**src/rtl/bram_port_arbiter_if.sv**
```systemverilog
// Bus bundle for bram_port_arbiter: host strobes, core handshake and the DATA BRAM port.
// With ARB_STALL_COUNT_EN defined it also carries the core stall counter and its clear.
interface bram_port_arbiter_if #(
   parameter int unsigned ADDR_WIDTH = 14,
   parameter int unsigned DATA_WIDTH = 64
);
   logic                  host_lock_in;
   logic [ADDR_WIDTH-1:0] host_addr_in;
   logic [DATA_WIDTH-1:0] host_wdata_in;
   logic                  host_we_in;
   logic                  host_re_in;
   logic [DATA_WIDTH-1:0] host_rdata_out;
   logic                  host_rvalid_out;

   logic                  core_req_in;
   logic                  core_we_in;
   logic [ADDR_WIDTH-1:0] core_addr_in;
   logic [DATA_WIDTH-1:0] core_wdata_in;
   logic                  core_lock_in;
   logic                  core_grant_out;
   logic [DATA_WIDTH-1:0] core_rdata_out;
   logic                  core_rvalid_out;
   logic                  core_preempted_out;

   logic [ADDR_WIDTH-1:0] bram_addr_out;
   logic [DATA_WIDTH-1:0] bram_wdata_out;
   logic                  bram_we_out;
   logic                  bram_en_out;
   logic [DATA_WIDTH-1:0] bram_rdata_in;

`ifdef ARB_STALL_COUNT_EN
   logic                  stall_count_clr_in;
   logic [31:0]           core_stall_count_out;
`endif

   // Arbiter side
   modport slave (
`ifdef ARB_STALL_COUNT_EN
      input  stall_count_clr_in,
      output core_stall_count_out,
`endif
      input  host_lock_in, host_addr_in, host_wdata_in, host_we_in, host_re_in,
      output host_rdata_out, host_rvalid_out,
      input  core_req_in, core_we_in, core_addr_in, core_wdata_in, core_lock_in,
      output core_grant_out, core_rdata_out, core_rvalid_out, core_preempted_out,
      output bram_addr_out, bram_wdata_out, bram_we_out, bram_en_out,
      input  bram_rdata_in
   );

   // Environment side (comms, inference engine and BRAM)
   modport master (
`ifdef ARB_STALL_COUNT_EN
      output stall_count_clr_in,
      input  core_stall_count_out,
`endif
      output host_lock_in, host_addr_in, host_wdata_in, host_we_in, host_re_in,
      input  host_rdata_out, host_rvalid_out,
      output core_req_in, core_we_in, core_addr_in, core_wdata_in, core_lock_in,
      input  core_grant_out, core_rdata_out, core_rvalid_out, core_preempted_out,
      input  bram_addr_out, bram_wdata_out, bram_we_out, bram_en_out,
      output bram_rdata_in
   );
endinterface

```
**src/rtl/bram_port_arbiter.sv**
```systemverilog
// Two-master arbiter for the DATA BRAM port: host (never stalled) over core (req/grant).
// Optional macro ARB_STALL_COUNT_EN adds a saturating core stall counter with sync clear.
module bram_port_arbiter #(
   parameter int unsigned ADDR_WIDTH   = 14,
   parameter int unsigned DATA_WIDTH   = 64,
   parameter int unsigned READ_LATENCY = 2
) (
   input logic                clk_in,
   input logic                rst_in,
   bram_port_arbiter_if.slave bus
);
   localparam int unsigned LAST_STAGE = READ_LATENCY - 1;

   typedef enum logic [1:0] {
      ST_IDLE     = 2'd0,
      ST_CORE     = 2'd1,
      ST_HOST     = 2'd2,
      ST_HANDBACK = 2'd3
   } state_e;

   typedef struct packed {
      logic valid;
      logic to_core;
   } tag_t;

   state_e                    state_q;
   tag_t [READ_LATENCY-1:0]   tag_q;
   tag_t                      tag_d;

   logic                      host_access;
   logic                      core_grant;
   logic                      bram_en;
   logic                      bram_we;
   logic [ADDR_WIDTH-1:0]     bram_addr;
   logic [DATA_WIDTH-1:0]     bram_wdata;

   logic [DATA_WIDTH-1:0]     host_rdata_q;
   logic                      host_rvalid_q;
   logic [DATA_WIDTH-1:0]     core_rdata_q;
   logic                      core_rvalid_q;
   logic                      preempted_q;

   // Winner selection and BRAM command mux; gated by reset so the port is quiet in reset
   always_comb begin
      host_access = bus.host_we_in | bus.host_re_in;
      core_grant  = rst_in & bus.core_req_in & ~bus.host_lock_in & ~host_access &
                    ((state_q == ST_IDLE) | (state_q == ST_CORE));
      bram_en     = 1'b0;
      bram_we     = 1'b0;
      bram_addr   = '0;
      bram_wdata  = '0;
      tag_d       = '0;
      if (rst_in & host_access) begin
         bram_en       = 1'b1;
         bram_we       = bus.host_we_in;
         bram_addr     = bus.host_addr_in;
         bram_wdata    = bus.host_wdata_in;
         tag_d.valid   = ~bus.host_we_in;
         tag_d.to_core = 1'b0;
      end else if (core_grant) begin
         bram_en       = 1'b1;
         bram_we       = bus.core_we_in;
         bram_addr     = bus.core_addr_in;
         bram_wdata    = bus.core_wdata_in;
         tag_d.valid   = ~bus.core_we_in;
         tag_d.to_core = 1'b1;
      end
   end

   // Tag pipeline tracks each read's owner alongside the BRAM latency
   always_ff @(posedge clk_in or negedge rst_in) begin
      if (!rst_in) begin
         tag_q <= '0;
      end else begin
         tag_q[0] <= tag_d;
         for (int i = 1; i < int'(READ_LATENCY); i++) begin
            tag_q[i] <= tag_q[i-1];
         end
      end
   end

   // Capture douta for the owner of the tag leaving the pipeline
   always_ff @(posedge clk_in or negedge rst_in) begin
      if (!rst_in) begin
         host_rdata_q  <= '0;
         host_rvalid_q <= 1'b0;
         core_rdata_q  <= '0;
         core_rvalid_q <= 1'b0;
      end else begin
         host_rvalid_q <= tag_q[LAST_STAGE].valid & ~tag_q[LAST_STAGE].to_core;
         core_rvalid_q <= tag_q[LAST_STAGE].valid &  tag_q[LAST_STAGE].to_core;
         if (tag_q[LAST_STAGE].valid & ~tag_q[LAST_STAGE].to_core) begin
            host_rdata_q <= bus.bram_rdata_in;
         end
         if (tag_q[LAST_STAGE].valid & tag_q[LAST_STAGE].to_core) begin
            core_rdata_q <= bus.bram_rdata_in;
         end
      end
   end

   // Ownership FSM; HANDBACK is a guard cycle that absorbs a trailing comms strobe
   always_ff @(posedge clk_in or negedge rst_in) begin
      if (!rst_in) begin
         state_q     <= ST_IDLE;
         preempted_q <= 1'b0;
      end else begin
         preempted_q <= 1'b0;
         case (state_q)
            ST_IDLE: begin
               if (bus.host_lock_in) begin
                  state_q <= ST_HOST;
               end else if (core_grant & bus.core_lock_in) begin
                  state_q <= ST_CORE;
               end
            end
            ST_CORE: begin
               if (bus.host_lock_in) begin
                  state_q     <= ST_HOST;
                  preempted_q <= 1'b1;
               end else if (!bus.core_lock_in) begin
                  state_q <= ST_IDLE;
               end
            end
            ST_HOST: begin
               if (!bus.host_lock_in && !host_access) begin
                  state_q <= ST_HANDBACK;
               end
            end
            ST_HANDBACK: state_q <= ST_IDLE;
            default:     state_q <= ST_IDLE;
         endcase
      end
   end

`ifdef ARB_STALL_COUNT_EN
   logic [31:0] stall_cnt_q;

   // Cycles the core waited with a pending request; saturates, clear beats increment
   always_ff @(posedge clk_in or negedge rst_in) begin
      if (!rst_in) begin
         stall_cnt_q <= '0;
      end else if (bus.stall_count_clr_in) begin
         stall_cnt_q <= '0;
      end else if (bus.core_req_in && !core_grant && (stall_cnt_q != 32'hFFFF_FFFF)) begin
         stall_cnt_q <= stall_cnt_q + 32'd1;
      end
   end

   assign bus.core_stall_count_out = stall_cnt_q;
`endif

   assign bus.host_rdata_out     = host_rdata_q;
   assign bus.host_rvalid_out    = host_rvalid_q;
   assign bus.core_rdata_out     = core_rdata_q;
   assign bus.core_rvalid_out    = core_rvalid_q;
   assign bus.core_preempted_out = preempted_q;
   assign bus.core_grant_out     = core_grant;
   assign bus.bram_en_out        = bram_en;
   assign bus.bram_we_out        = bram_we;
   assign bus.bram_addr_out      = bram_addr;
   assign bus.bram_wdata_out     = bram_wdata;
endmodule

```
**src/flat_wrapper.sv**
```systemverilog
// flat-port wrapper written by rule: the top's interface ports become plain ports
module bram_port_arbiter_flat 
#(
   parameter int unsigned ADDR_WIDTH   = 14,
   parameter int unsigned DATA_WIDTH   = 64,
   parameter int unsigned READ_LATENCY = 2
)
  (clk_in, rst_in, bus_host_lock_in, bus_host_addr_in, bus_host_wdata_in, bus_host_we_in, bus_host_re_in, bus_host_rdata_out, bus_host_rvalid_out, bus_core_req_in, bus_core_we_in, bus_core_addr_in, bus_core_wdata_in, bus_core_lock_in, bus_core_grant_out, bus_core_rdata_out, bus_core_rvalid_out, bus_core_preempted_out, bus_bram_addr_out, bus_bram_wdata_out, bus_bram_we_out, bus_bram_en_out, bus_bram_rdata_in);
  bram_port_arbiter_if #(.ADDR_WIDTH(ADDR_WIDTH), .DATA_WIDTH(DATA_WIDTH)) bus_i ();
  input logic clk_in;
  input logic rst_in;
  input wire logic [$bits(bus_i.host_lock_in)-1:0] bus_host_lock_in;
  input wire logic [$bits(bus_i.host_addr_in)-1:0] bus_host_addr_in;
  input wire logic [$bits(bus_i.host_wdata_in)-1:0] bus_host_wdata_in;
  input wire logic [$bits(bus_i.host_we_in)-1:0] bus_host_we_in;
  input wire logic [$bits(bus_i.host_re_in)-1:0] bus_host_re_in;
  output wire logic [$bits(bus_i.host_rdata_out)-1:0] bus_host_rdata_out;
  output wire logic [$bits(bus_i.host_rvalid_out)-1:0] bus_host_rvalid_out;
  input wire logic [$bits(bus_i.core_req_in)-1:0] bus_core_req_in;
  input wire logic [$bits(bus_i.core_we_in)-1:0] bus_core_we_in;
  input wire logic [$bits(bus_i.core_addr_in)-1:0] bus_core_addr_in;
  input wire logic [$bits(bus_i.core_wdata_in)-1:0] bus_core_wdata_in;
  input wire logic [$bits(bus_i.core_lock_in)-1:0] bus_core_lock_in;
  output wire logic [$bits(bus_i.core_grant_out)-1:0] bus_core_grant_out;
  output wire logic [$bits(bus_i.core_rdata_out)-1:0] bus_core_rdata_out;
  output wire logic [$bits(bus_i.core_rvalid_out)-1:0] bus_core_rvalid_out;
  output wire logic [$bits(bus_i.core_preempted_out)-1:0] bus_core_preempted_out;
  output wire logic [$bits(bus_i.bram_addr_out)-1:0] bus_bram_addr_out;
  output wire logic [$bits(bus_i.bram_wdata_out)-1:0] bus_bram_wdata_out;
  output wire logic [$bits(bus_i.bram_we_out)-1:0] bus_bram_we_out;
  output wire logic [$bits(bus_i.bram_en_out)-1:0] bus_bram_en_out;
  input wire logic [$bits(bus_i.bram_rdata_in)-1:0] bus_bram_rdata_in;
  assign bus_i.host_lock_in = bus_host_lock_in;
  assign bus_i.host_addr_in = bus_host_addr_in;
  assign bus_i.host_wdata_in = bus_host_wdata_in;
  assign bus_i.host_we_in = bus_host_we_in;
  assign bus_i.host_re_in = bus_host_re_in;
  assign bus_host_rdata_out = bus_i.host_rdata_out;
  assign bus_host_rvalid_out = bus_i.host_rvalid_out;
  assign bus_i.core_req_in = bus_core_req_in;
  assign bus_i.core_we_in = bus_core_we_in;
  assign bus_i.core_addr_in = bus_core_addr_in;
  assign bus_i.core_wdata_in = bus_core_wdata_in;
  assign bus_i.core_lock_in = bus_core_lock_in;
  assign bus_core_grant_out = bus_i.core_grant_out;
  assign bus_core_rdata_out = bus_i.core_rdata_out;
  assign bus_core_rvalid_out = bus_i.core_rvalid_out;
  assign bus_core_preempted_out = bus_i.core_preempted_out;
  assign bus_bram_addr_out = bus_i.bram_addr_out;
  assign bus_bram_wdata_out = bus_i.bram_wdata_out;
  assign bus_bram_we_out = bus_i.bram_we_out;
  assign bus_bram_en_out = bus_i.bram_en_out;
  assign bus_i.bram_rdata_in = bus_bram_rdata_in;
  bram_port_arbiter #(.ADDR_WIDTH(ADDR_WIDTH), .DATA_WIDTH(DATA_WIDTH), .READ_LATENCY(READ_LATENCY)) u_core (.clk_in(clk_in), .rst_in(rst_in), .bus(bus_i));
endmodule
```
**config.mk**
```make
export PLATFORM = sky130hd
export DESIGN_NAME = bram_port_arbiter_flat
export DESIGN_NICKNAME = d
export VERILOG_FILES = /design/src/rtl/bram_port_arbiter_if.sv /design/src/rtl/bram_port_arbiter.sv /design/src/flat_wrapper.sv
export SDC_FILE = /design/constraint.sdc
export NUM_CORES = 1
export LEC_CHECK = 0
export BUFFER_PORTS_ARGS = -buffer_cell sky130_fd_sc_hd__buf_4
export CORE_AREA = 2 2 170 172
export CTS_CLUSTER_SIZE = 20
export DETAILED_ROUTE_END_ITERATION = 12
export DIE_AREA = 0 0 172 174
export HOLD_SLACK_MARGIN = 0.03
export PLACE_DENSITY_LB_ADDON = 0.2
export SYNTH_ARGS = -nofsm -noshare
export SYNTH_HDL_FRONTEND = slang
export SYNTH_SLANG_ARGS = --single-unit
```
**constraint.sdc**
```tcl
create_clock -name clk_in -period 1.5 [get_ports clk_in]
set_clock_uncertainty 0.1 [all_clocks]
set_input_delay 0 -clock clk_in [delete_from_list [all_inputs] [get_ports clk_in]]
set_output_delay 0 -clock clk_in [all_outputs]
set_load 0.03 [all_outputs]
```
Word level (Yosys, flattened, before mapping). Cells that the tools add are included.

Reduce and logical (&&, ||, !) cells: 5. Order comparisons: 0. Mux-type cells: 18. Multipliers: 0. Shifts and indexed selects: 0. Divide/modulo/power cells: 0. Add/sub/neg operators: 0. Bitwise logic cells: 15. Equal/unequal tests: 6.

Operator list (count): 2-to-1 mux 64 bit (2); 2-to-1 mux 14 bit (2); 2-to-1 mux 2 bit (7); AND 1 bit (8); one-hot mux 2 bit (4 select lines) (1); 2-to-1 mux 1 bit (6); != test 3 bit, second input constant (2); NOT 1 bit (5); equality test 2 bit, second input constant (2); AND reduction 3 bit (1); equality test 2 x 1 -> 1 bit, second input constant (1); logical NOT 1 bit (2); logical NOT 2 bit (1); != test 2 x 1 -> 1 bit, second input constant (1); bitwise OR 1 bit (2); logical AND 1 bit (1).

Bits of input ports: 228. RAM bits: 0. Latch bits: 0. Bits in read-only memories: 0. Memories kept: 0. Word-level logic and storage cells: 54. Output and inout port bits: 212. Register bits after elaboration: 137.

Longest topological paths before layout. Gate-level depths: netlist of the first run.

Word-level depth: 8. Depth in mapped cells: 6. Mapped depth without buffers: 4.

Least setup slack after synthesis of the first run. No wires, ideal clock.

Path type: reg-to-output. Start: register u_core.state_q[1]. End: output port bus_bram_wdata_out[55]. Data required time: 1.400 ns. Arrival: 1.380 ns. Path buffers: 1. Cell stages (with the launch flop): 6. Path slack: 0.020 ns. Cells stage by stage: dfrtp_1 and4bb_4 nand2_4 inv_6 buf_6 a22o_1.

Longest elaborated chain between the ends: 5. Elaborated cells between the ends (all ways): 6. Classes of those cells: 1 x eq/ne; 2 x mux; 2 x bitwise; 1 x reduce/logical.

Ends and longest elaborated chain: from (decl) (line bram_port_arbiter.sv:26) `state_e state_q;`; from (signal assigned) (line bram_port_arbiter.sv:104) `state_q <= ST_IDLE;`; from (signal assigned) (line bram_port_arbiter.sv:111) `state_q <= ST_HOST;`; from (signal assigned) (line bram_port_arbiter.sv:113) `state_q <= ST_CORE;`; equality test 2 x 1 -> 1 bit / logical NOT 2 bit (equally long branches) (line bram_port_arbiter.sv:47) `((state_q == ST_IDLE) | (state_q == ST_CORE));`; bitwise OR 1 bit * (line bram_port_arbiter.sv:47); AND 1 bit * (line bram_port_arbiter.sv:46) `core_grant = rst_in & bus.core_req_in & ~bus.host_lock_in & ~host_access &`; named net bus_core_grant_out (line flat_wrapper.sv:24) `output wire logic [$bits(bus_i.core_grant_out)-1:0] bus_core_grant_out;`; 2-to-1 mux 64 bit * (line bram_port_arbiter.sv:60) `end else if (core_grant) begin`; 2-to-1 mux 64 bit * (line bram_port_arbiter.sv:53) `if (rst_in & host_access) begin`; to (decl) (line flat_wrapper.sv:29) `output wire logic [$bits(bus_i.bram_wdata_out)-1:0] bus_bram_wdata_out;`.

The timed path passes the listed nets; every way through them passes the cells marked *.

Worst setup path in the final report of the first run.
Start: register u_core.state_q[1]. End: output port bus_bram_addr_out[1].

Longest elaborated chain between the ends: 5. Elaborated cells between the ends (all ways): 6. Classes of those cells: 1 x eq/ne; 2 x mux; 2 x bitwise; 1 x reduce/logical.

Ends and longest elaborated chain: equality test 2 x 1 -> 1 bit / logical NOT 2 bit (equally long branches) (line bram_port_arbiter.sv:47); bitwise OR 1 bit * (line bram_port_arbiter.sv:47); AND 1 bit * (line bram_port_arbiter.sv:46); 2-to-1 mux 14 bit * (line bram_port_arbiter.sv:60); 2-to-1 mux 14 bit * (line bram_port_arbiter.sv:53); to (decl) (line flat_wrapper.sv:28) `output wire logic [$bits(bus_i.bram_addr_out)-1:0] bus_bram_addr_out;`.

Mark *: on every way between the ends. The rest lies on a longest branch, timed or not.

==> out/metrics.csv, run 1 <==
metric,value,unit
Achievable Freq,516.5,MHz
Routed WL,25.83,mm
vias in the first global route,6002,
final antenna-violating net count,0,
DRC viols,0,
routability-driven placement congestion ratio,0.8710,
Startpoint Class,flop,
max-cap violations,0,
worst hold-check path type,input port to asynchronous set/reset pin,
final setup violation count,81,
peak supply drop,603.9,µV
area share of and/or/nand/nor cells after synthesis,0.01496,
Synth Area in Compound Gates,0.1195,
final count of hold timing violations,100,
antenna violations before repair,4,
Top-Level Pins,440,
CP Class,flop to output pin,
largest net degree at the start of global routing,101,
RSZ-0062 raised after global routing,yes,
area of the multi-input gates,0.002328,mm²
CTS H-tree depth,4,
initial DRC count,230,
top area cells in the synthesized netlist,"dfrtp_1, mux2_1, a22o_1",
CP max FO,10,
layout cell share with drive strength beyond 1,0.5546,
status,"complete, but fails checks",
synthesis-to-layout area growth,98.19,%
clk_lat worst skew,0.41,ns
Mapped Area,0.005937,mm²
DIE AREA,0.02993,mm²
post-synth cell types,22,
Final Max Tran Viols,0,
Die W,172,µm
adder-cell area share of the yosys netlist,0,
CTS tree,done,
Core ar.,0.02824,mm²
Total GRT Usage,0.1611,
CP arrival,1.84,ns
1st-pass router iterations,5,
Hold WS,-0.7225,ns
part of the cycle the worst path needs,1.291,
Mapped Avg Cell Area,15.07,µm²
DP HPWL,19.00,mm
CTS root buf,clkbuf_16,
WL/cell,19.40,µm
Synth Area in XOR/XNOR,0,
failing checks,"negative hold slack, negative setup slack",
Util after Layout,0.4167,
largest family of logic cells by synthesized area,multiplexers,
first-pass GRT wire length,35.94,mm
clk slew on worst S/H paths,0.06,ns
mux cell area share after synthesis,0.2445,
Leakage,0.005662,µW
clk sinks,137,
Slew Limit Headroom,0.6391,
worst slew pin tran,0.5413,ns
Synth Warn #,0,
Layout fillers,2784,
Critical-path top delay cell,dfrtp_1,
Final #Nets,1158,
Crit path required time,1.40,ns
Tmin final,1.936,ns
CTS max path bufs,2,
crit end category,output pin,
crit-path max cell delay,0.38,ns
top-area cell type share of the netlist area,0.5774,
"Hold-fix buffers, CTS",70,
PortBufs,439,
Initial Util,0.2103,
Power Density,1042,mW/mm²
synthesized instance count,394,
"Critical Path, Cell by Cell","and4bb_4, nand2_8, clkinv_8, clkbuf_16, a22o_1, buf_6",
DIE HEIGHT,174,µm
vias post-DR,5619,
Yosys reg bits,137,
Inserted Clock Buffers,17,
vias per cell,4.222,
Final WS setup,-0.4363,ns
sequential area share after synthesis,0.5774,
total grt overflow,0,
Post-Syn Nets,622,
"area leader, netlist",dfrtp_1,
register area,0.003430,mm²
num rows,62,
## registers in the layout, summed over array words and instances (netlist names)
| name | cells |
|---|---|
| u_core.bus.core_rvalid_out | 1 |
| u_core.bus.host_rdata_out | 64 |
| u_core.bus.core_preempted_out | 1 |
| u_core.tag_q | 4 |
| u_core.state_q | 2 |
| u_core.bus.host_rvalid_out | 1 |
| u_core.bus.core_rdata_out | 64 |
## Yosys cell counts
cell        n
a22o_1     79
a31oi_1     1
and4bb_4    1
buf_2      14
buf_4       6
buf_6      11
dfrtp_1   137
inv_1       1
inv_2       2
inv_6       1
mux2_1    128
mux2i_1     1
nand2_1     2
nand2_4     1
nand3_1     1
nand3b_1    2
nor2_4      1
nor2b_1     1
nor2b_2     1
nor3b_1     1
o21ai_0     1
o22ai_1     1
## layer usage
| metal | share of wire | wire length [µm] | track usage |
|---|---|---|---|
| met4 | 0.025 | 644 | 0.06653 |
| met5 | 0 | 0 | 0 |
| met2 | 0.53 | 13780 | 0.2866 |
| met3 | 0.093 | 2395 | 0.06330 |
| met1 | 0.35 | 9009 | 0.1676 |
## path summary, 6_finish.rpt
kind / start / end / slack [ns] / cells past startpoint
hold reg to reg: u_core.tag_q[0] / u_core.tag_q[2] / 0.25 / 0
hold / removal: rst_in / u_core.bus.host_rdata_out[17] / -0.72 / 1
max in group asynchronous: rst_in / u_core.tag_q[3] / 0.76 / 3
min in group clk_in: bus_core_req_in / u_core.state_q[0] / 0.01 / 4
setup reg to reg: u_core.state_q[1] / u_core.tag_q[1] / 0.05 / 5
setup / recovery: u_core.state_q[1] / bus_bram_addr_out[1] / -0.44 / 6
## report_power, final
part	total (µW)	internal, µW	switching (µW)
Sequential	4350	4140	214
Clock	4290	2630	1660
Combinational	3620	1660	1960
## cells by family after synthesis
family / Yosys count
DFF: 137
muxes: 129
AOI/OAI and AO/OA: 82
buffers and inverters: 35
and+or+nand+nor: 11
## through the flow
stage	setup slack, ns	cells	setup TNS (ns)	instance area (µm²)	total power, µW
6_report	-0.4363	1331	-32.29	11770	12260
5_1_grt	-0.5095	1331	-38.72	11770	12810
4_1_cts	-0.4397	1316	-32.37	11440	12400
3_5_place_dp	-0.02124	1209	-0.06288	9783	7759
2_1_floorplan	0.01990	394	0	5937	6060
3_3_place_gp	-0.007724	1209	-0.007724	9783	7750
## final cells by class
cell class                 instances  area share
antenna                            4   0.0008507
tap                              384     0.04083
inverter                           4    0.002339
clock inverter                    13     0.01436
timing repair buffer             546      0.4138
multi-input combinational        222      0.1979
clock buffer                      19     0.03679
timing repair inverter             2    0.001701
sequential                       137      0.2915
## layout by cell type (no fill, tap or decap), types with 3 or more instances in the layout
master,instances
dfrtp_1,136
bufinv_16,3
buf_6,85
clkinvlp_4,4
inv_6,4
a22o_4,4
buf_4,372
dlygate4sd3_1,70
buf_12,10
clkbuf_16,24
diode_2,4
mux2_1,128
a22o_1,75
## repair_timing
item                                    4_1_cts  5_1_grt
pin swaps                                     0       25
gates cloned                                  0        9
gates resized for setup                      83       15
endpoints found under the setup margin       81      155
setup buffers                                 5        2
hold endpoints to repair                    243      101
## worst max-delay path, delay by kind of cell, from the launching register on
family	cells	cell delay [ns]
DFF	1	0.38
and+or+nand+nor	2	0.45
buffers and inverters	3	0.41
AOI/OAI and AO/OA	1	0.16
Power figures use the tool's default switching activity.
==> inputs of run 2 (changes only) <==
--- a/config.mk
+++ b/config.mk
@@ -6,10 +6,12 @@
 export NUM_CORES = 1
 export LEC_CHECK = 0
 export BUFFER_PORTS_ARGS = -buffer_cell sky130_fd_sc_hd__buf_4
-export CORE_AREA = 2 2 170 172
+export CELL_PAD_IN_SITES_DETAIL_PLACEMENT = 0
+export CELL_PAD_IN_SITES_GLOBAL_PLACEMENT = 1
+export CORE_AREA = 2 2 171 173
 export CTS_CLUSTER_SIZE = 20
 export DETAILED_ROUTE_END_ITERATION = 12
-export DIE_AREA = 0 0 172 174
+export DIE_AREA = 0 0 173 175
 export HOLD_SLACK_MARGIN = 0.03
 export PLACE_DENSITY_LB_ADDON = 0.2
 export SYNTH_ARGS = -nofsm -noshare
==> run 2 against run 1 <==
Effect of this change: the flow still finishes with violations (negative hold slack, negative setup slack); non-clock buffer count shrank 15; utilization shrank 0.90 points; first-iteration DRC count shrank 1.3%; total power shrank 0.28%; maximum frequency grew 2.6%; design area shrank 1.6%; register-to-register slack lost 0.02 ns; worst setup slack gained 0.050 ns; flip-flop and latch count is the same; combinational power is essentially flat; highest routed layer unchanged.
==> out/metrics.csv, run 2 (synthesized netlist as in run 1, its figures left out) <==
metric,value,unit,change
CTS max path bufs,2,,unchanged
failing checks,"negative hold slack, negative setup slack",,unchanged
WL/cell,19.50,µm,was 19.40 µm
CP max FO,15,,was 10
Inserted Clock Buffers,17,,unchanged
vias in the first global route,6031,,"was 6,002"
Startpoint Class,flop,,unchanged
initial DRC count,227,,was 230
num rows,62,,unchanged
DIE AREA,0.03028,mm²,was 0.02993 mm²
peak supply drop,548.1,µV,was 603.9 µV
CTS root buf,clkbuf_16,,unchanged
PortBufs,439,,unchanged
crit end category,output pin,,unchanged
Core ar.,0.02839,mm²,was 0.02824 mm²
DRC viols,0,,unchanged
status,"complete, but fails checks",,unchanged
antenna violations before repair,3,,was 4
Reg2Reg Launch Point,u_core.state_q[1],,unchanged
most frequent cells in the layout,"buf_4, dfrtp_1, mux2_1",,unchanged
routability-driven placement congestion ratio,0.8277,,was 0.8710
CTS tree,done,,unchanged
vias post-DR,5488,,"was 5,619"
Achievable Freq,530.0,MHz,was 516.5 MHz
reg2reg path depth,6,,was 5
total power,12230,µW,"was 12,260 µW"
largest net degree at the start of global routing,119,,was 101
crit-path max cell delay,0.38,ns,about the same
Hold WS,-0.4635,ns,was -0.7225 ns
register-to-register setup slack,0.03,ns,was 0.05 ns
clk sinks,137,,unchanged
final count of hold timing violations,120,,was 100
CTS H-tree depth,4,,unchanged
vias per cell,4.180,,was 4.222
Die W,173,µm,was 172 µm
Final WS setup,-0.3866,ns,was -0.4363 ns
worst slew pin tran,0.9207,ns,was 0.5413 ns
Leakage,0.005580,µW,was 0.005662 µW
final antenna-violating net count,0,,unchanged
"commonest non-fill, non-tap cell in the layout",buf_4,,unchanged
clk slew on worst S/H paths,0.06,ns,about the same
final setup violation count,81,,unchanged
max-cap violations,0,,unchanged
R2R Path End,u_core.tag_q[1],,unchanged
Tmin final,1.887,ns,was 1.936 ns
CP Class,flop to output pin,,unchanged
layout cell share with drive strength beyond 1,0.5583,,was 0.5546
Initial Util,0.2091,,was 0.2103
RSZ-0062 raised after global routing,yes,,unchanged
first-pass GRT wire length,37.55,mm,was 35.94 mm
synthesis-to-layout area growth,94.98,%,was 98.19%
Slew Limit Headroom,0.3842,,was 0.6391
Final #Nets,1141,,"was 1,158"
Critical-path top delay cell,dfrtp_1,,unchanged
CP arrival,1.79,ns,was 1.84 ns
Top-Level Pins,440,,unchanged
worst hold-check path type,input port to asynchronous set/reset pin,,unchanged
part of the cycle the worst path needs,1.258,,was 1.291
TNS Setup,-28.39,ns,was -32.29 ns
DP HPWL,19.51,mm,was 19.00 mm
Routed WL,25.60,mm,was 25.83 mm
"Hold-fix buffers, CTS",67,,was 70
Power Density,1056,mW/mm²,was 1042 mW/mm²
Total GRT Usage,0.1636,,was 0.1611
clk_lat worst skew,0.41,ns,about the same
Crit path required time,1.40,ns,about the same
total grt overflow,0,,unchanged
Final Max Tran Viols,0,,unchanged
1st-pass router iterations,4,,was 5
DIE HEIGHT,175,µm,was 174 µm
"Critical Path, Cell by Cell","and4bb_4, nand2_4, clkinv_8, buf_12, a22o_1, buf_6",,"was and4bb_4, nand2_8, clkinv_8, clkbuf_16, a22o_1, buf_6"
## run 2: cell types whose count changed in the layout (fill, tap and decap cells not counted), sizes merged
cell | before | now
clkbuf | 26 | 20
dlygate4sd3 | 70 | 67
diode | 4 | 3
inv | 8 | 9
clkinv | 4 | 3
bufinv | 3 | 2
buf | 469 | 462
## run 2: worst max-delay path by stage
| stage | from | end | slack, ns | cells past startpoint |
|---|---|---|---|---|
| final | u_core.state_q[1] | bus_bram_wdata_out[8] | -0.39 | 6 |
| after global routing | u_core.state_q[1] | bus_bram_wdata_out[40] | -0.47 | 6 |
| after CTS | u_core.state_q[1] | bus_bram_wdata_out[36] | -0.46 | 6 |
| after detailed placement | bus_host_we_in | bus_bram_addr_out[4] | -0.03 | 6 |
| after global placement | bus_host_we_in | bus_bram_addr_out[4] | -0.04 | 6 |
| after floorplan | u_core.state_q[1] | bus_bram_wdata_out[55] | 0.02 | 5 |
## run 2: report_power, final
part	switching [µW]	internal, µW	total (µW)
registers	216	4140	4360
logic	1970	1640	3610
clock network	1730	2530	4260
total	3920	8310	12200
## run 2: worst max-delay path, delay by kind of cell, from the launching register on
family | cells | cell delay (ns)
AND/OR/NAND/NOR | 2 | 0.40
buffers and inverters | 3 | 0.39
flip-flops | 1 | 0.38
AO/OA/AOI/OAI | 1 | 0.18
## run 2: final cells by class
type                       instances  area (µm²)
timing repair buffer             531        4657
inverter                           4       27.53
multi-input combinational        222        2374
tap                              384       480.5
clock buffer                      18       439.2
fill                            2785       16820
sequential                       137        3428
antenna                            3       7.507
clock inverter                    14       162.7
## run 2: routing by layer
layer / GRT usage / share of wire / up-vias
met3: 0.07158 / 0.098 / 15
met1: 0.1738 / 0.37 / 2697
met2: 0.2972 / 0.53 / 247
li1: - / - / 2529
met5: 0 / 0 / -
met4: 0.03919 / 0.0098 / 0
## run 2: through the flow
step           worst slack [ns]  cell area [µm²]  cells  hold WS [ns]    util
2_1_floorplan           0.01990             5937    394       -0.3956       -
4_1_cts                 -0.4551            11440   1306       -0.3840  0.4030
3_3_place_gp           -0.03768             9746   1203      -0.07013  0.3432
6_report                -0.3866            11580   1313       -0.4635  0.4077
3_5_place_dp           -0.02823             9746   1203      -0.06726  0.3432
5_1_grt                 -0.4666            11570   1312       -0.3951  0.4076
## run 2: repair_timing
item | CTS | global route
buffers inserted | 3 | 2
resized for setup | 94 | 8
endpoints found under the hold margin | 269 | 120
cloned | 1 | 2
endpoints found under the setup margin | 81 | 82
pin swaps | 15 | 17
